===== src/rtl/alu_defs_pkg.sv =====
// Shared ALU definitions: control codes used by the ALU control decoder and the
// execution unit, execution-unit state encoding, and the registered flag bundle.
package alu_defs_pkg;

    localparam int unsigned ALU_CTRL_W = 3;

    typedef logic [ALU_CTRL_W-1:0] alu_ctrl_t;

    localparam alu_ctrl_t ALU_ADD = 3'b000;
    localparam alu_ctrl_t ALU_SUB = 3'b001;
    localparam alu_ctrl_t ALU_AND = 3'b010;
    localparam alu_ctrl_t ALU_OR  = 3'b011;
    localparam alu_ctrl_t ALU_SLL = 3'b100;
    localparam alu_ctrl_t ALU_SRL = 3'b101;

    typedef enum logic [1:0] {
        IDLE = 2'd0,
        CALC = 2'd1,
        DONE = 2'd2
    } alu_state_e;

    typedef struct packed {
        logic zero;
        logic overflow;
        logic illegal;
    } alu_flags_t;

    function automatic logic alu_is_shift(input alu_ctrl_t op);
        return (op == ALU_SLL) || (op == ALU_SRL);
    endfunction

endpackage


===== src/rtl/alu_shift_serial.sv =====
// Serial shifter: one bit per enabled cycle with zero fill, counting down the
// shift amount; last_c flags that the register holds the final value.
module alu_shift_serial #(
    parameter int unsigned WIDTH   = 32,
    parameter int unsigned SHAMT_W = 5
) (
    input  logic               clk,
    input  logic               reset,
    input  logic               load,
    input  logic               shift_en,
    input  logic               dir_right,
    input  logic [WIDTH-1:0]   din,
    input  logic [SHAMT_W-1:0] amt,
    output logic [WIDTH-1:0]   dout,
    output logic               last_c
);

    logic [WIDTH-1:0]   shreg_q, shreg_d;
    logic [SHAMT_W-1:0] cnt_q, cnt_d;

    always_comb begin
        shreg_d = shreg_q;
        cnt_d   = cnt_q;
        if (load) begin
            shreg_d = din;
            cnt_d   = amt;
        end else if (shift_en && (cnt_q != '0)) begin
            shreg_d = dir_right ? {1'b0, shreg_q[WIDTH-1:1]} : {shreg_q[WIDTH-2:0], 1'b0};
            cnt_d   = cnt_q - SHAMT_W'(1);
        end
    end

    always_ff @(posedge clk) begin
        if (reset) begin
            shreg_q <= '0;
            cnt_q   <= '0;
        end else begin
            shreg_q <= shreg_d;
            cnt_q   <= cnt_d;
        end
    end

    assign dout   = shreg_q;
    assign last_c = (cnt_q == '0);

endmodule


===== src/rtl/alu_exec_unit.sv =====
// Multi-cycle ALU execution unit with start/ready/done handshake.
// Define ALU_FAST_SHIFT_EN to replace the serial shifter with a one-cycle barrel shift.
module alu_exec_unit
    import alu_defs_pkg::*;
#(
    parameter int unsigned WIDTH   = 32,
    parameter int unsigned SHAMT_W = 5
) (
    input  logic               clk,
    input  logic               reset,
    input  logic               start,
    input  logic [2:0]         ALU_control,
    input  logic [WIDTH-1:0]   A,
    input  logic [WIDTH-1:0]   B,
    input  logic [SHAMT_W-1:0] shamt,
    output logic               ready,
    output logic               done,
    output logic [WIDTH-1:0]   result,
    output logic               zero,
    output logic               overflow,
    output logic               illegal
);

    alu_state_e       state_q, state_d;
    alu_ctrl_t        op_q, op_d;
    logic [WIDTH-1:0] a_q, a_d;
    logic [WIDTH-1:0] b_q, b_d;
    logic [WIDTH-1:0] result_q, result_d;
    alu_flags_t       flags_q, flags_d;
    logic             done_q, done_d;
    logic             ready_q, ready_d;

    logic [WIDTH-1:0] shift_value_c;
    logic             calc_last_c;
    logic [WIDTH-1:0] calc_result_c;
    alu_flags_t       calc_flags_c;
    logic [WIDTH-1:0] sum_c, diff_c;

`ifdef ALU_FAST_SHIFT_EN
    logic [SHAMT_W-1:0] shamt_q, shamt_d;

    // Whole shift resolves in the single CALC cycle.
    assign shift_value_c = (op_q == ALU_SRL) ? (b_q >> shamt_q) : (b_q << shamt_q);
    assign calc_last_c   = 1'b1;

    always_comb begin
        shamt_d = shamt_q;
        if ((state_q == IDLE) && start) begin
            shamt_d = shamt;
        end
    end

    always_ff @(posedge clk) begin
        if (reset) begin
            shamt_q <= '0;
        end else begin
            shamt_q <= shamt_d;
        end
    end
`else
    logic shift_load_c;
    logic shift_en_c;
    logic shift_last_c;

    // Shifter is loaded on the accepting edge so CALC lasts exactly shamt+1 cycles.
    assign shift_load_c = (state_q == IDLE) && start && alu_is_shift(alu_ctrl_t'(ALU_control));
    assign shift_en_c   = (state_q == CALC) && alu_is_shift(op_q);
    assign calc_last_c  = !alu_is_shift(op_q) || shift_last_c;

    alu_shift_serial #(
        .WIDTH   (WIDTH),
        .SHAMT_W (SHAMT_W)
    ) u_shift (
        .clk       (clk),
        .reset     (reset),
        .load      (shift_load_c),
        .shift_en  (shift_en_c),
        .dir_right (op_q == ALU_SRL),
        .din       (B),
        .amt       (shamt),
        .dout      (shift_value_c),
        .last_c    (shift_last_c)
    );
`endif

    // Result and flags of the latched operation.
    always_comb begin
        sum_c         = a_q + b_q;
        diff_c        = a_q - b_q;
        calc_result_c = '0;
        calc_flags_c  = '0;
        case (op_q)
            ALU_ADD: begin
                calc_result_c         = sum_c;
                calc_flags_c.overflow = (a_q[WIDTH-1] == b_q[WIDTH-1]) &&
                                        (sum_c[WIDTH-1] != a_q[WIDTH-1]);
            end
            ALU_SUB: begin
                calc_result_c         = diff_c;
                calc_flags_c.overflow = (a_q[WIDTH-1] != b_q[WIDTH-1]) &&
                                        (diff_c[WIDTH-1] != a_q[WIDTH-1]);
            end
            ALU_AND: calc_result_c = a_q & b_q;
            ALU_OR:  calc_result_c = a_q | b_q;
            ALU_SLL,
            ALU_SRL: calc_result_c = shift_value_c;
            default: calc_flags_c.illegal = 1'b1;
        endcase
        calc_flags_c.zero = (calc_result_c == '0);
    end

    // Next-state and registered-output logic.
    always_comb begin
        state_d  = state_q;
        op_d     = op_q;
        a_d      = a_q;
        b_d      = b_q;
        result_d = result_q;
        flags_d  = flags_q;
        case (state_q)
            IDLE: begin
                if (start) begin
                    op_d    = alu_ctrl_t'(ALU_control);
                    a_d     = A;
                    b_d     = B;
                    state_d = CALC;
                end
            end
            CALC: begin
                if (calc_last_c) begin
                    result_d = calc_result_c;
                    flags_d  = calc_flags_c;
                    state_d  = DONE;
                end
            end
            DONE:    state_d = IDLE;
            default: state_d = IDLE;
        endcase
        done_d  = (state_d == DONE);
        ready_d = (state_d == IDLE);
    end

    always_ff @(posedge clk) begin
        if (reset) begin
            state_q  <= IDLE;
            op_q     <= ALU_ADD;
            a_q      <= '0;
            b_q      <= '0;
            result_q <= '0;
            flags_q  <= '0;
            done_q   <= 1'b0;
            ready_q  <= 1'b1;
        end else begin
            state_q  <= state_d;
            op_q     <= op_d;
            a_q      <= a_d;
            b_q      <= b_d;
            result_q <= result_d;
            flags_q  <= flags_d;
            done_q   <= done_d;
            ready_q  <= ready_d;
        end
    end

    assign ready    = ready_q;
    assign done     = done_q;
    assign result   = result_q;
    assign zero     = flags_q.zero;
    assign overflow = flags_q.overflow;
    assign illegal  = flags_q.illegal;

endmodule


===== config.mk =====
export PLATFORM = sky130hd
export DESIGN_NAME = alu_exec_unit
export DESIGN_NICKNAME = d
export VERILOG_FILES = /design/src/rtl/alu_defs_pkg.sv /design/src/rtl/alu_shift_serial.sv /design/src/rtl/alu_exec_unit.sv
export SDC_FILE = /design/constraint.sdc
export NUM_CORES = 1
export LEC_CHECK = 0
export CAP_MARGIN = 20
export CORE_AREA = 2 2 147 149
export CTS_CLUSTER_DIAMETER = 150
export DETAILED_ROUTE_END_ITERATION = 12
export DIE_AREA = 0 0 149 151
export GPL_TIMING_DRIVEN = 0
export PLACE_DENSITY = 0.76
export SLEW_MARGIN = 30
export SYNTH_ARGS = -nofsm -noshare
export SYNTH_HDL_FRONTEND = slang
export SYNTH_HIERARCHICAL = 1
export SYNTH_SLANG_ARGS = --single-unit

===== constraint.sdc =====
create_clock -name clk -period 4.7 [get_ports clk]
set_input_delay 0.94 -clock clk [delete_from_list [all_inputs] [get_ports clk]]
set_output_delay 0.94 -clock clk [all_outputs]
set_load 0.01 [all_outputs]

==> out/qor.yml, run 1 <==
grt.overflow.total: 0
die_area_sq_um: 22500
drcViolationCount: 0
synthTopCellsByCount: "nand2_1 (236), a21oi_1 (172), dfxtp_1 (143)"
ctsHoldBuffers: 0
max-clock-path-buffers: 2
grt_pass1_vias: 11500
post_cts_buffers: 0
path_cells: "clkbuf_1 > clkbuf_1 > clkbuf_1 > clkbuf_1 > buf_1 > a211oi_1 > a221oi_1 > nand4_1 > nor4_1 > nand4_1 > o21ai_1"
cts_sinks: 143
drv_cap: 0
nets: 1826
crit_slowest_cell: "buf_1"
htreeDepth: 4
fin_worst_skew_ps: 18.9
finalPower_mw: 3.93
worstPathRequired_ps: 5080
worst_pin_slew_ps: 950
min_path_type: "reg -> reg"
synth.distinct_cells: 86
diodes: 0
rows: 53
synth-edff-count: 0
synthArstFlopShare_pct: 0
period_needed_ps: 4630
seq_area_frac_synth_pct: 25.4
cts_resized: 0
max_freq_mhz: 216
drive_gt1_share_pct: 5.85
max_stage_delay_ps: 670
wl_met3_microns: 4960
vias_per_cell: 6.30
wirelength_microns: 44900
place.gp.congestion: 0.980
syn_avg_cell_area_sq_um: 7.44
dp_hpwl_microns: 34800
holdWs_ps: 458
clk-insertion-delay-late_ps: 450
ant_nets: 0
fp.dieW_microns: 149
report.final.slew_viol_count: 0
grt_pass1_wl_microns: 66400
detail_route.wl_per_cell_microns: 23.2
netlist_area_sq_um: 11300
wl_met2_microns: 20100
grt.total_usage_pct: 39.4
path_clk_slew_ps: 70
root_buffer: "clkbuf_16"
syn-instance-count: 1515
leakagePower_nw: 5.09
synth-main-ff-cell: "dfxtp_1"
cp_top_family: "buffers and inverters"
tns_ps: 0
synth.area.top_cells: "dfxtp_1 (25%), ha_1 (12%), nand2_1 (7.9%)"
firstDrtPassIters: 6
setup_violations: 0
synth_largest_area_cell: "dfxtp_1"
status: "complete, no violations"
rsz0062_at_grt: "no"
ys_seq_elements: 143
critPathBufInv: 5
antenna_found_initial: 0
cp_data_arrival_time_ps: 5010
worstSetupPathType: "reg -> reg"
die_y_microns: 151
ios: 112
tritoncts: "built"
wl_met1_microns: 18400
cpMostUsedCell: "clkbuf_1"
min_period_over_period_pct: 98.5
vias: 12200
drt_iter0_drc: 1231
power_density_nw_per_um2: 295
irDropWorstVdd_mv: 0.266
yosysMostFrequentCell: "nand2_1"
initial_core_util_pct: 54.1
cp-end-kind: "flip-flop"
top_layer_used: "met4"
netlist.area_leader.share_pct: 25.4
numCtsBuffers: 17
relSlewSlack_pct: 35.9
synth_fp_nets: 1696
numPortBuffers: 111
area_delta_synth_final_pct: 18.0
ys.warnings.count: 6
grt_max_degree: 17
path_max_fanout: 10
core_sq_um: 20800
worst_setup_path_start_kind: "flip-flop"
hold_violations: 0
worst register-to-register path, stage by stage (launching register included):
cell	delay, ps
dfxtp_1	310
clkbuf_1	350
clkbuf_1	570
clkbuf_1	580
clkbuf_1	600
buf_1	680
a211oi_1	180
a221oi_1	480
nand4_1	180
nor4_1	350
nand4_1	150
o21ai_1	140
cell type report:
cell class	count	area [sq um]
buffer	108	474
clock buffer	17	425
clock inverter	14	146
fill	1897	7520
inverter	109	409
multi-input combinational	1155	7530
sequential	143	2860
tap	275	344
timing repair buffer	111	1110
worst paths after layout:
path | from | to | slack [ps] | cells past startpoint
worst max-delay path | op_q[0] | zero | 70 | 11
worst min-delay path | result[29] | result[29] | 460 | 2
worst max register to register | op_q[0] | zero | 70 | 11
worst min register to register | result[29] | result[29] | 460 | 2
routing by layer:
| metal | GRT usage [%] | up-vias |
|---|---|---|
| met5 | 0 | - |
| met4 | 13.9 | 0 |
| met3 | 7.62 | 97 |
| met2 | 63.4 | 665 |
| met1 | 52.7 | 5793 |
| li1 | - | 5619 |
power breakdown:
group / switching [mW] / internal, mW
clock: 0.654 / 0.748
sequential: 0.0743 / 1.28
combinational: 0.749 / 0.424
total: 1.48 / 2.45
sequential cells by signal, summed over array words and instances, names as in the netlist:
signal         count
illegal            1
overflow           1
state_q            2
op_q               3
u_shift/dout      32
done               1
zero               1
ready              1
u_shift/cnt_q      5
b_q               32
a_q               32
result            32
cells in the final DEF (no fill, tap or decap), drive strengths merged, types with 6 or more instances in the layout:
cell and n:
a2111oi 9, a211oi 26, a21oi 174, a221oi 6, a22oi 14, a31o 7
a31oi 9, and2 7, and3 6, buf 23, clkbuf 102, clkdlybuf4s50 111
dfxtp 143, ha 104, inv 118, mux2 32, mux2i 34, nand2 236
nand2b 38, nand3 22, nand4 14, nor2 111, nor2b 14, nor3 29
nor4 14, o211ai 42, o21a 6, o21ai 60, o311ai 6, o31a 8
o31ai 15, xnor2 16
metrics by stage:
step / setup slack [ps] / utilization, % / cell area, sq um / instances
after global routing: 24.6 / 63.9 / 13300 / 1932
after global placement: 88.2 / 61.1 / 12700 / 1901
after CTS: 105 / 63.8 / 13300 / 1932
after detailed placement: 136 / 61.1 / 12700 / 1901
after floorplan: 1340 / - / 11300 / 1515
final: 69.7 / 63.9 / 13300 / 1932
cells by family (layout without fill, tap and decap cells):
group,after synthesis,after routing,synth area share (%)
and+or+nand+nor,518,518,21.0
AOI/OAI and AO/OA,445,445,25.9
buffers and inverters,217,359,7.84
DFF,143,143,25.4
adders and majority gates,106,106,11.9
muxes,67,67,6.49
xor gates and xnor gates,19,19,1.48
(Power assumes the default switching activity.)
==> run 2: changes to the inputs <==
Settings changed: CTS_BUF_LIST from default to sky130_fd_sc_hd__clkbuf_16.
==> results of run 2 <==
The final DEF is identical to that of run 1; final timing and power are the same.
